==> src/rtl/flappy_pkg.sv <==
// rtl/flappy_pkg.sv - shared types, constants and helpers for flappy_led_game
package flappy_pkg;

   typedef enum logic [1:0] {
      IDLE = 2'd0,
      PLAY = 2'd1,
      OVER = 2'd2
   } state_e;

   localparam int LED_COUNT   = 6;
   localparam int ALT_MAX     = 5;
   localparam int START_ALT   = 3;
   localparam int FLAP_STEP   = 2;
   localparam logic [7:0] LFSR_SEED = 8'hA5;

   localparam int BTN_RESTART = 0;
   localparam int BTN_FLAP    = 2;

   // Fibonacci taps 8,6,5,4 map to bits 7,5,4,3.
   function automatic logic [7:0] lfsr_next(input logic [7:0] v);
      return {v[6:0], v[7] ^ v[5] ^ v[4] ^ v[3]};
   endfunction

   function automatic logic [2:0] gap_of(input logic [7:0] v);
      return 3'(v % 8'd5);
   endfunction

   function automatic logic [LED_COUNT-1:0] onehot(input logic [2:0] idx);
      return {{(LED_COUNT-1){1'b0}}, 1'b1} << idx;
   endfunction

endpackage

==> src/rtl/flappy_led_game_button_conditioner.sv <==
// rtl/flappy_led_game_button_conditioner.sv - button synchronizer, optional debounce (FLAPPY_DEBOUNCE_EN), press detect
module button_conditioner #(
   parameter int WIDTH           = 1,
   parameter int DEBOUNCE_CYCLES = 270000
) (
   input  logic             clk_i,
   input  logic             rst_ni,
   input  logic [WIDTH-1:0] btn_n_i,
   output logic [WIDTH-1:0] press_o
);

   logic [WIDTH-1:0] meta_q;
   logic [WIDTH-1:0] sync_q;
   logic [WIDTH-1:0] prev_q;
   logic [WIDTH-1:0] level;

   // Chain resets to the pressed level so a button held through reset never yields a falling edge.
   always_ff @(posedge clk_i or negedge rst_ni) begin
      if (!rst_ni) begin
         meta_q <= '0;
         sync_q <= '0;
      end else begin
         meta_q <= btn_n_i;
         sync_q <= meta_q;
      end
   end

`ifdef FLAPPY_DEBOUNCE_EN
   localparam int CW = $clog2(DEBOUNCE_CYCLES + 1);

   logic [WIDTH-1:0] deb_q;
   logic [CW-1:0]    cnt_q [WIDTH];

   always_ff @(posedge clk_i or negedge rst_ni) begin
      if (!rst_ni) begin
         deb_q <= '0;
         for (int i = 0; i < WIDTH; i++) cnt_q[i] <= '0;
      end else begin
         for (int i = 0; i < WIDTH; i++) begin
            if (sync_q[i] == deb_q[i]) begin
               cnt_q[i] <= '0;
            end else if (cnt_q[i] == CW'(DEBOUNCE_CYCLES - 1)) begin
               deb_q[i] <= sync_q[i];
               cnt_q[i] <= '0;
            end else begin
               cnt_q[i] <= cnt_q[i] + 1'b1;
            end
         end
      end
   end

   assign level = deb_q;
`else
   assign level = sync_q;
`endif

   always_ff @(posedge clk_i or negedge rst_ni) begin
      if (!rst_ni) prev_q <= '0;
      else         prev_q <= level;
   end

   assign press_o = prev_q & ~level;

endmodule

==> src/rtl/flappy_led_game.sv <==
// rtl/flappy_led_game.sv - Flappy-Bird on a 6-LED bar; FLAPPY_DEBOUNCE_EN enables button debounce
module flappy_led_game
   import flappy_pkg::*;
#(
   parameter int TICK_DIV        = 3375000,
   parameter int PIPE_SPACING    = 6,
   parameter int DEBOUNCE_CYCLES = 270000
) (
   input  logic       clk_27M,
   input  logic       rst_n,
   input  logic [4:0] buttons_n,
   input  logic [3:0] switches,
   output logic [5:0] leds_n
);

   localparam int DW = $clog2(PIPE_SPACING);
   localparam logic [DW-1:0] DIST_RELOAD = DW'(PIPE_SPACING - 1);

   logic [4:0] press;
   logic       restart_p, flap_p;
   logic       unused_press;

   logic [3:0] sw_meta_q, sw_sync_q;
   logic [7:0] lfsr_q;

   logic [31:0] tick_cnt_q, tick_cnt_d, tick_lim_q, tick_lim_d, lim_sel;
   logic        tick;

   state_e          state_q, state_d;
   logic [2:0]      alt_q, alt_d, gap_q, gap_d;
   logic [DW-1:0]   dist_q, dist_d;
   logic [7:0]      score_q, score_d;
   logic            flap_pend_q, flap_pend_d;
   logic            crash;

   logic [LED_COUNT-1:0] lit, leds_d, leds_q;

   button_conditioner #(
      .WIDTH          (5),
      .DEBOUNCE_CYCLES(DEBOUNCE_CYCLES)
   ) u_btn (
      .clk_i  (clk_27M),
      .rst_ni (rst_n),
      .btn_n_i(buttons_n),
      .press_o(press)
   );

   assign restart_p    = press[BTN_RESTART];
   assign flap_p       = press[BTN_FLAP];
   assign unused_press = ^{press[4], press[3], press[1]};

   always_ff @(posedge clk_27M or negedge rst_n) begin
      if (!rst_n) begin
         sw_meta_q <= '0;
         sw_sync_q <= '0;
         lfsr_q    <= LFSR_SEED;
      end else begin
         sw_meta_q <= switches;
         sw_sync_q <= sw_meta_q;
         lfsr_q    <= lfsr_next(lfsr_q);
      end
   end

   // Period is latched at each reload so a switch change only applies to the next tick interval.
   assign lim_sel = 32'(TICK_DIV) * (32'd16 - 32'(sw_sync_q));
   assign tick    = (state_q == PLAY) && (tick_cnt_q == tick_lim_q - 32'd1);

   always_comb begin
      tick_cnt_d = tick_cnt_q + 32'd1;
      tick_lim_d = tick_lim_q;
      if (state_q != PLAY || tick) begin
         tick_cnt_d = '0;
         tick_lim_d = lim_sel;
      end
   end

   always_ff @(posedge clk_27M or negedge rst_n) begin
      if (!rst_n) begin
         state_q     <= IDLE;
         tick_cnt_q  <= '0;
         tick_lim_q  <= '0;
         alt_q       <= '0;
         gap_q       <= '0;
         dist_q      <= '0;
         score_q     <= '0;
         flap_pend_q <= 1'b0;
         leds_q      <= '1;
      end else begin
         state_q     <= state_d;
         tick_cnt_q  <= tick_cnt_d;
         tick_lim_q  <= tick_lim_d;
         alt_q       <= alt_d;
         gap_q       <= gap_d;
         dist_q      <= dist_d;
         score_q     <= score_d;
         flap_pend_q <= flap_pend_d;
         leds_q      <= leds_d;
      end
   end

   always_comb begin
      state_d     = state_q;
      alt_d       = alt_q;
      gap_d       = gap_q;
      dist_d      = dist_q;
      score_d     = score_q;
      flap_pend_d = flap_pend_q;
      crash       = 1'b0;
      unique case (state_q)
         IDLE: begin
            if (!restart_p && flap_p) begin
               state_d     = PLAY;
               alt_d       = 3'(START_ALT);
               dist_d      = DIST_RELOAD;
               gap_d       = gap_of(lfsr_q);
               score_d     = '0;
               flap_pend_d = 1'b0;
            end
         end
         PLAY: begin
            if (restart_p) begin
               state_d = IDLE;
            end else begin
               flap_pend_d = flap_pend_q | flap_p;
               if (tick) begin
                  if (flap_pend_d) begin
                     alt_d       = (alt_q >= 3'(ALT_MAX - FLAP_STEP)) ? 3'(ALT_MAX)
                                                                       : alt_q + 3'(FLAP_STEP);
                     flap_pend_d = 1'b0;
                  end else if (alt_q == '0) begin
                     crash = 1'b1;
                  end else begin
                     alt_d = alt_q - 3'd1;
                  end
                  // The pipe check sees the altitude after this tick's move.
                  if (dist_q == '0) begin
                     if (alt_d != gap_q && alt_d != gap_q + 3'd1) begin
                        crash = 1'b1;
                     end else begin
                        score_d = score_q + 8'd1;
                        dist_d  = DIST_RELOAD;
                        gap_d   = gap_of(lfsr_q);
                     end
                  end else begin
                     dist_d = dist_q - 1'b1;
                  end
                  if (crash) state_d = OVER;
               end
            end
         end
         OVER: begin
            if (restart_p) state_d = IDLE;
         end
         default: state_d = IDLE;
      endcase
   end

   always_comb begin
      lit = '0;
      unique case (state_q)
         IDLE: lit = {2'b00, sw_sync_q};
         PLAY: begin
            lit = onehot(alt_q);
            if (dist_q <= DW'(1)) lit = lit | ~(onehot(gap_q) | onehot(gap_q + 3'd1));
         end
         OVER:    lit = score_q[5:0];
         default: lit = '0;
      endcase
      leds_d = ~lit;
   end

   assign leds_n = leds_q;

endmodule

==> config.mk <==
export PLATFORM = sky130hd
export DESIGN_NAME = flappy_led_game
export DESIGN_NICKNAME = d
export VERILOG_FILES = /design/src/rtl/flappy_pkg.sv /design/src/rtl/flappy_led_game_button_conditioner.sv /design/src/rtl/flappy_led_game.sv
export SDC_FILE = /design/constraint.sdc
export NUM_CORES = 1
export LEC_CHECK = 0
export ABC_CLOCK_PERIOD_IN_PS = 11160
export BUFFER_PORTS_ARGS = -buffer_cell sky130_fd_sc_hd__buf_2
export CORE_ASPECT_RATIO = 1.75
export CORE_MARGIN = 1
export CORE_UTILIZATION = 28
export CTS_BUF_LIST = sky130_fd_sc_hd__clkbuf_2
export DETAILED_ROUTE_END_ITERATION = 6
export PLACE_DENSITY = 0.43
export SLEW_MARGIN = 20
export SYNTH_ARGS = -nofsm -noshare
export SYNTH_HDL_FRONTEND = slang
export SYNTH_SLANG_ARGS = --single-unit
==> constraint.sdc <==
create_clock -name clk_27M -period 11.16 [get_ports clk_27M]
set_input_delay 0 -clock clk_27M [delete_from_list [all_inputs] [get_ports clk_27M]]
set_output_delay 0 -clock clk_27M [all_outputs]
set_load 0.005 [all_outputs]
==> results of run 1 <==
-- power by group through the flow --
| stage | Combinational [uW] | Sequential (uW) | Clock, uW |
|---|---|---|---|
| global route | 1190 | 610 | 218 |
| floorplan | 845 | 534 | 0 |
| finish | 1040 | 595 | 194 |
| CTS | 1060 | 597 | 208 |
| detailed placement | 1050 | 605 | 0 |
| global placement | 1050 | 604 | 0 |
-- flip-flops by register name, indices dropped and copies added (netlist names), 3 cells and up --
register,cells
tick_cnt_q,32
tick_lim_q,27
lfsr_q,8
leds_n,6
score_q,6
sw_meta_q,4
sw_sync_q,4
alt_q,3
dist_q,3
gap_q,3
-- through the flow --
stage               hold WS [ns]   util  setup slack (ns)  cells
floorplan                 -0.296      -              5.03   1009
global placement          0.0357  0.300              3.98   1386
detailed placement        0.0417  0.300              3.99   1386
CTS                        0.250  0.308              3.94   1417
global route               0.335  0.308              3.63   1419
finish                     0.335  0.308              4.09   1419
-- kinds of logic (layout without fill, tap and decap cells) --
family	after synthesis	in the layout
adders and majority gates	134	134
and+or+nand+nor	363	363
DFF	105	105
other	0	2
muxes	16	16
AOI/OAI and AO/OA	162	162
buffers and inverters	133	145
xor gates and xnor gates	96	96
-- metal layers --
metal | global-route usage | vias up | wire length [um]
li1 | - | 3514 | -
met1 | 0.141 | 3391 | 8320
met2 | 0.301 | 78 | 13300
met3 | 0.0198 | 34 | 376
met4 | 0.0646 | 0 | 715
met5 | 0 | - | 0
-- cell usage after synthesis, drive strengths merged (4+ instances only) --
| library cell | count |
|---|---|
| a211oi | 11 |
| a21o | 9 |
| a21oi | 45 |
| a31oi | 6 |
| and2 | 12 |
| and3 | 15 |
| and4 | 4 |
| buf | 10 |
| clkbuf | 26 |
| dfrtp | 95 |
| dfstp | 10 |
| fa | 21 |
| ha | 113 |
| inv | 97 |
| mux2 | 5 |
| mux2i | 11 |
| nand2 | 73 |
| nand2b | 19 |
| nand3 | 27 |
| nand3b | 7 |
| nand4 | 17 |
| nand4b | 10 |
| nor2 | 96 |
| nor2b | 9 |
| nor3 | 22 |
| nor3b | 7 |
| nor4 | 15 |
| nor4b | 5 |
| o211ai | 4 |
| o21a | 5 |
| o21ai | 36 |
| o31ai | 5 |
| or2 | 5 |
| or3 | 4 |
| or3b | 4 |
| or4 | 7 |
| xnor2 | 50 |
| xor2 | 46 |
-- worst max-delay path by stage --
stage                           to  depth (start not counted)         start
floorplan           tick_lim_q[28]                         24  sw_sync_q[0]
global placement    tick_lim_q[28]                         23  sw_sync_q[0]
detailed placement  tick_lim_q[28]                         23  sw_sync_q[0]
CTS                 tick_lim_q[28]                         23  sw_sync_q[0]
global route        tick_lim_q[28]                         23  sw_sync_q[0]
finish              tick_lim_q[28]                         23  sw_sync_q[0]
-- layout make-up --
type                            instances  area [um^2]  area share
Tap cell                              396          495      0.0508
Clock inverter                          6         62.6     0.00641
Clock buffer                           10         50.0     0.00513
Timing Repair Buffer                   32          258      0.0264
Multi-Input combinational cell        771         5880       0.603
Sequential cell                       105         2640       0.271
Antenna cell                            2         5.00    0.000513
Inverter                               97          364      0.0373
==> impl_metrics.json, run 1 <==
{
  "path_cells": "inv_1 > ha_1 > xnor2_1 > inv_1 > fa_1 > fa_1 > inv_1 > ha_1 > ha_1 > inv_1 > fa_1 > fa_1 > inv_1 > ha_1 > and2_1 > and3_1 > o311ai_0 > a41oi_1 > nand4_1 > a311oi_1 > a31oi_1 > xor2_1 > a21oi_1",
  "synthCells": 1009,
  "rows": 86,
  "ys.flop_type": "dfrtp_1",
  "syn_nets": 1154,
  "synth-async-reset-ratio": 1.00,
  "hold_viol_final": 0,
  "place_area_mm2": 0.00948,
  "synth-adder-area-share": 0.203,
  "synth-edff-count": 0,
  "fill_cells": 3423,
  "hpwl_um": 18000,
  "outcome": "finished, final reports clean",
  "drtIter0Drc": 236,
  "r2r_end": "tick_lim_q[28]",
  "drc_errors": 0,
  "skew_ns": 0.0574,
  "start_util": 0.286,
  "grt_use_total": 0.148,
  "clock_path_buffers": 2,
  "cts_buffers": 9,
  "cts_tree": "built",
  "via_count": 7017,
  "holdPathEnd": "sw_sync_q[1]",
  "seq_area_frac_synth": 0.292,
  "power.internal_uw": 939,
  "cts_root_buf": "clkbuf_2",
  "r2r.worst_path.cells": 23,
  "synthXorXnorAreaFrac": 0.0929,
  "p_leak_uw": 0.00443,
  "slowest_delay_ns": 0.77,
  "fin_area_mm2": 0.00976,
  "h-tree-depth": 3,
  "clock_latency_ns": 0.76,
  "drive_above_1_share": 0.0725,
  "grt_start_max_net_pins": 62,
  "worst-path-max-fanout": 12,
  "whs_path_depth": 0,
  "die_area_mm2": 0.0331,
  "arrival_ns": 7.79,
  "ys_seq_elements": 105,
  "yosysTopAreaCell": "dfrtp_1",
  "synth_top_family_by_area": "simple AND/OR/NAND/NOR gates",
  "grt-ovfl-total": 0,
  "crit_family": "adder cells",
  "finalPower_uw": 1830,
  "slew_headroom": 0.207,
  "syn_to_final_growth_pct": 7.78,
  "hold_buffers": 15,
  "finalCritPeriodShare": 0.633,
  "grt_pass1_vias": 7198,
  "cp.required_ns": 11.88,
  "nets": 1161,
  "slew_violations": 0,
  "power_density_mw_per_mm2": 187,
  "worst_ir_drop_vdd_mv": 0.0561,
  "vias_per_cell": 4.95,
  "tightest_slew_ns": 1.16,
  "cts.clk_slew.worst_paths_ns": 0.34,
  "io_pins": 17,
  "syn_area_mm2": 0.00905,
  "min-delay-start": "sw_meta_q[1]",
  "switching_share": 0.487,
  "synth_area_per_cell_um2": 8.97,
  "synth_mux_area_frac": 0.0192,
  "cts_resized": 0,
  "synth_cell_types": 82,
  "critPathCaptureType": "flip-flop",
  "pwr-share-comb": 0.568,
  "yosysTopAreaCellShare": 0.263,
  "fmax_mhz": 141,
  "clkPwrFrac": 0.106,
  "cp_num_buf_inv": 5,
  "p_switching_uw": 890,
  "maxCapViolations": 0,
  "rrSetupSlack_ns": 4.09,
  "crit_type": "reg2reg",
  "reg2reg_from": "sw_sync_q[0]",
  "setup_viol": 0,
  "antenna_found_initial": 2,
  "drtAntennaViolNets": 0,
  "die_w_um": 138,
  "layout_commonest_cell": "ha_1",
  "yosys_warnings": 0,
  "cts_setup_buffers": 0,
  "gp_congestion": 0.785,
  "cp_common_cell": "inv_1",
  "final_cell_mix": "ha_1, inv_1, nor2_1, dfrtp_1, nand2_1",
  "post-route-min-period_ns": 7.07,
  "clock_sinks": 105,
  "synth_compound_area_frac": 0.119,
  "wl_per_cell_um": 16.0,
  "core_mm2": 0.0316,
  "first_pass_iters": 5,
  "synth.area.top_cells": "dfrtp_1, ha_1, xnor2_1, fa_1, xor2_1",
  "min-delay-path-class": "reg2reg",
  "crit_path_start_kind": "flip-flop",
  "cp_slowest_cell": "dfrtp_1",
  "tns_ns": 0,
  "routed_wl_um": 22800,
  "portBuffers": 13,
  "grt_setup_unrepaired": "false",
  "yosys.area_share.simple": 0.215,
  "p_seq_frac": 0.326,
  "grt_pass1_wl_um": 37200,
  "dieHeight_um": 240
}
(Power assumes the default switching activity.)
==> inputs of run 2 (changes only) <==
- ABC_CLOCK_PERIOD_IN_PS: 11160 -> 7000
- clock period: 11.16 -> 7 ns (I/O delays scaled with it)
==> run 2 against run 1 <==
Compared with the run above:
- non-clock buffer count is 5 higher
- worst setup slack worse by 3.3 ns
- cell area is 0.33% higher
- critical path type unchanged
- critical endpoint unchanged
- largest cell class unchanged
==> impl_metrics.json, run 2 (synthesized netlist as in run 1, its figures left out) <==
{
  "finalCritPeriodShare": 0.891,
  "die_w_um": 138,
  "arrival_ns": 6.88,
  "post-route-min-period_ns": 6.24,
  "vias_per_cell": 4.95,
  "stdcell_count": 1425,
  "reg.largest.list": "tick_cnt_q x32, tick_lim_q x27, lfsr_q x8",
  "skew_ns": 0.0679,
  "finalPower_uw": 2950,
  "io_pins": 17,
  "drtIter0Drc": 252,
  "antenna_found_initial": 2,
  "crit_family": "adder cells",
  "core_mm2": 0.0316,
  "p_leak_uw": 0.00445,
  "cts_setup_buffers": 0,
  "worst_ir_drop_vdd_mv": 0.0998,
  "nets": 1166,
  "via_count": 7047,
  "grt_use_total": 0.151,
  "gr-max-usage-layer": "met2",
  "outcome": "finished, final reports clean",
  "cts.clk_slew.worst_paths_ns": 0.37,
  "clock_latency_ns": 0.75,
  "hold_viol_final": 0,
  "grt_start_max_net_pins": 62,
  "critPathCaptureType": "flip-flop",
  "seq_area_mm2": 0.00264,
  "portBuffers": 13,
  "maxCapViolations": 0,
  "cp_slowest_cell": "fa_1",
  "multi_input_area_mm2": 0.00588,
  "drc_errors": 0,
  "worst-path-max-fanout": 6,
  "final_cell_mix": "ha_1, inv_1, nor2_1, dfrtp_1, nand2_1",
  "power_density_mw_per_mm2": 301,
  "slowest_delay_ns": 0.57,
  "dieHeight_um": 240,
  "fmax_mhz": 160,
  "cts_buffers": 9,
  "wl_per_cell_um": 16.4,
  "fin_area_mm2": 0.00979,
  "fill_cells": 3438,
  "syn_to_final_growth_pct": 8.14,
  "die_area_mm2": 0.0331,
  "grt-ovfl-total": 0,
  "first_pass_iters": 4,
  "cp_num_buf_inv": 6,
  "start_util": 0.286,
  "grt_setup_unrepaired": "false",
  "dp_cells": 1391,
  "place_area_mm2": 0.00952,
  "cts_tree": "built",
  "clock_sinks": 105,
  "min-delay-path-class": "in2async",
  "cp.required_ns": 7.65,
  "crit_path_start_kind": "flip-flop",
  "tightest_slew_ns": 1.07,
  "h-tree-depth": 3,
  "regMostFlops": "tick_cnt_q",
  "grt_pass1_wl_um": 37800,
  "grt_use_met2": 0.305,
  "setup_viol": 0,
  "cts_root_buf": "clkbuf_2",
  "tns_ns": 0,
  "clock_path_buffers": 2,
  "gp_congestion": 0.824,
  "routed_wl_um": 23300,
  "drive_above_1_share": 0.0760,
  "crit_type": "reg2reg",
  "hpwl_um": 18400,
  "rows": 86,
  "largest_register_ffs": 32,
  "drtAntennaViolNets": 0,
  "grtUsageMet1": 0.142,
  "use_met3": 0.0186,
  "path_cells": "inv_1 > ha_1 > nand3_1 > inv_1 > fa_1 > inv_1 > ha_1 > ha_1 > ha_1 > inv_1 > fa_1 > fa_1 > inv_1 > ha_1 > and2_1 > and3_1 > o311ai_0 > a41oi_1 > buf_4 > nand4_1 > a311oi_1 > a31oi_1 > xor2_1 > a21oi_1",
  "grt_pass1_vias": 7377,
  "slew_violations": 0,
  "slew_headroom": 0.268,
  "layout_commonest_cell": "ha_1"
}
[run 2: power by group]
group / internal, uW / switching, uW / total (uW)
sequential: 743 / 207 / 950
clock: 55.2 / 253 / 308
combinational: 708 / 981 / 1690
[run 2: routing by layer]
| layer | wire (um) | share of wire |
|---|---|---|
| met4 | 895 | 0.038 |
| met3 | 363 | 0.016 |
| met5 | 0 | 0 |
| met1 | 8390 | 0.36 |
| met2 | 13700 | 0.59 |
[run 2: final timing paths]
check / start / endpoint / slack (ns) / cells after the start
hold reg to reg: u_btn.meta_q[2] / u_btn.level[2] / 0.39 / 0
setup reg to reg: sw_sync_q[1] / tick_lim_q[28] / 0.76 / 24
max in group asynchronous: rst_n / sw_sync_q[0] / 5.79 / 4
setup / recovery: sw_sync_q[1] / tick_lim_q[28] / 0.76 / 24
min in group clk_27M: u_btn.meta_q[2] / u_btn.level[2] / 0.39 / 0
hold / removal: rst_n / lfsr_q[2] / 0.32 / 3
[run 2: area by class of cell]
cell class                 instances  share of cell area
multi-input combinational        771               0.601
antenna                            3            0.000767
inverter                          97              0.0372
clock buffer                       9             0.00460
tap                              396              0.0506
clock inverter                     7             0.00613
timing repair buffer              37              0.0302
sequential                       105               0.270
[run 2: timing repair]
item                                   in CTS  in global routing
gates resized for setup                     0                  0
hold buffers                               15                  0
endpoints found under the hold margin     111                  0
[run 2: worst register-to-register path: cells and delay by family, from the launching register on]
kind                     cells  cell delay [ns]
buffers and inverters        6             0.67
flip-flops                   1             0.44
AO/OA/AOI/OAI                5             1.10
AND/OR/NAND/NOR              4             0.75
XOR/XNOR                     1             0.16
adder cells (fa/ha/maj)      8             3.05
[run 2: metrics by stage]
step                hold slack, ns   util  setup WS [ns]
detailed placement          0.0508  0.301          0.733
global placement            0.0425  0.301          0.738
finish                       0.318  0.309          0.765
CTS                          0.242  0.309          0.645
floorplan                   -0.296      -          0.872
global route                 0.315  0.309          0.366
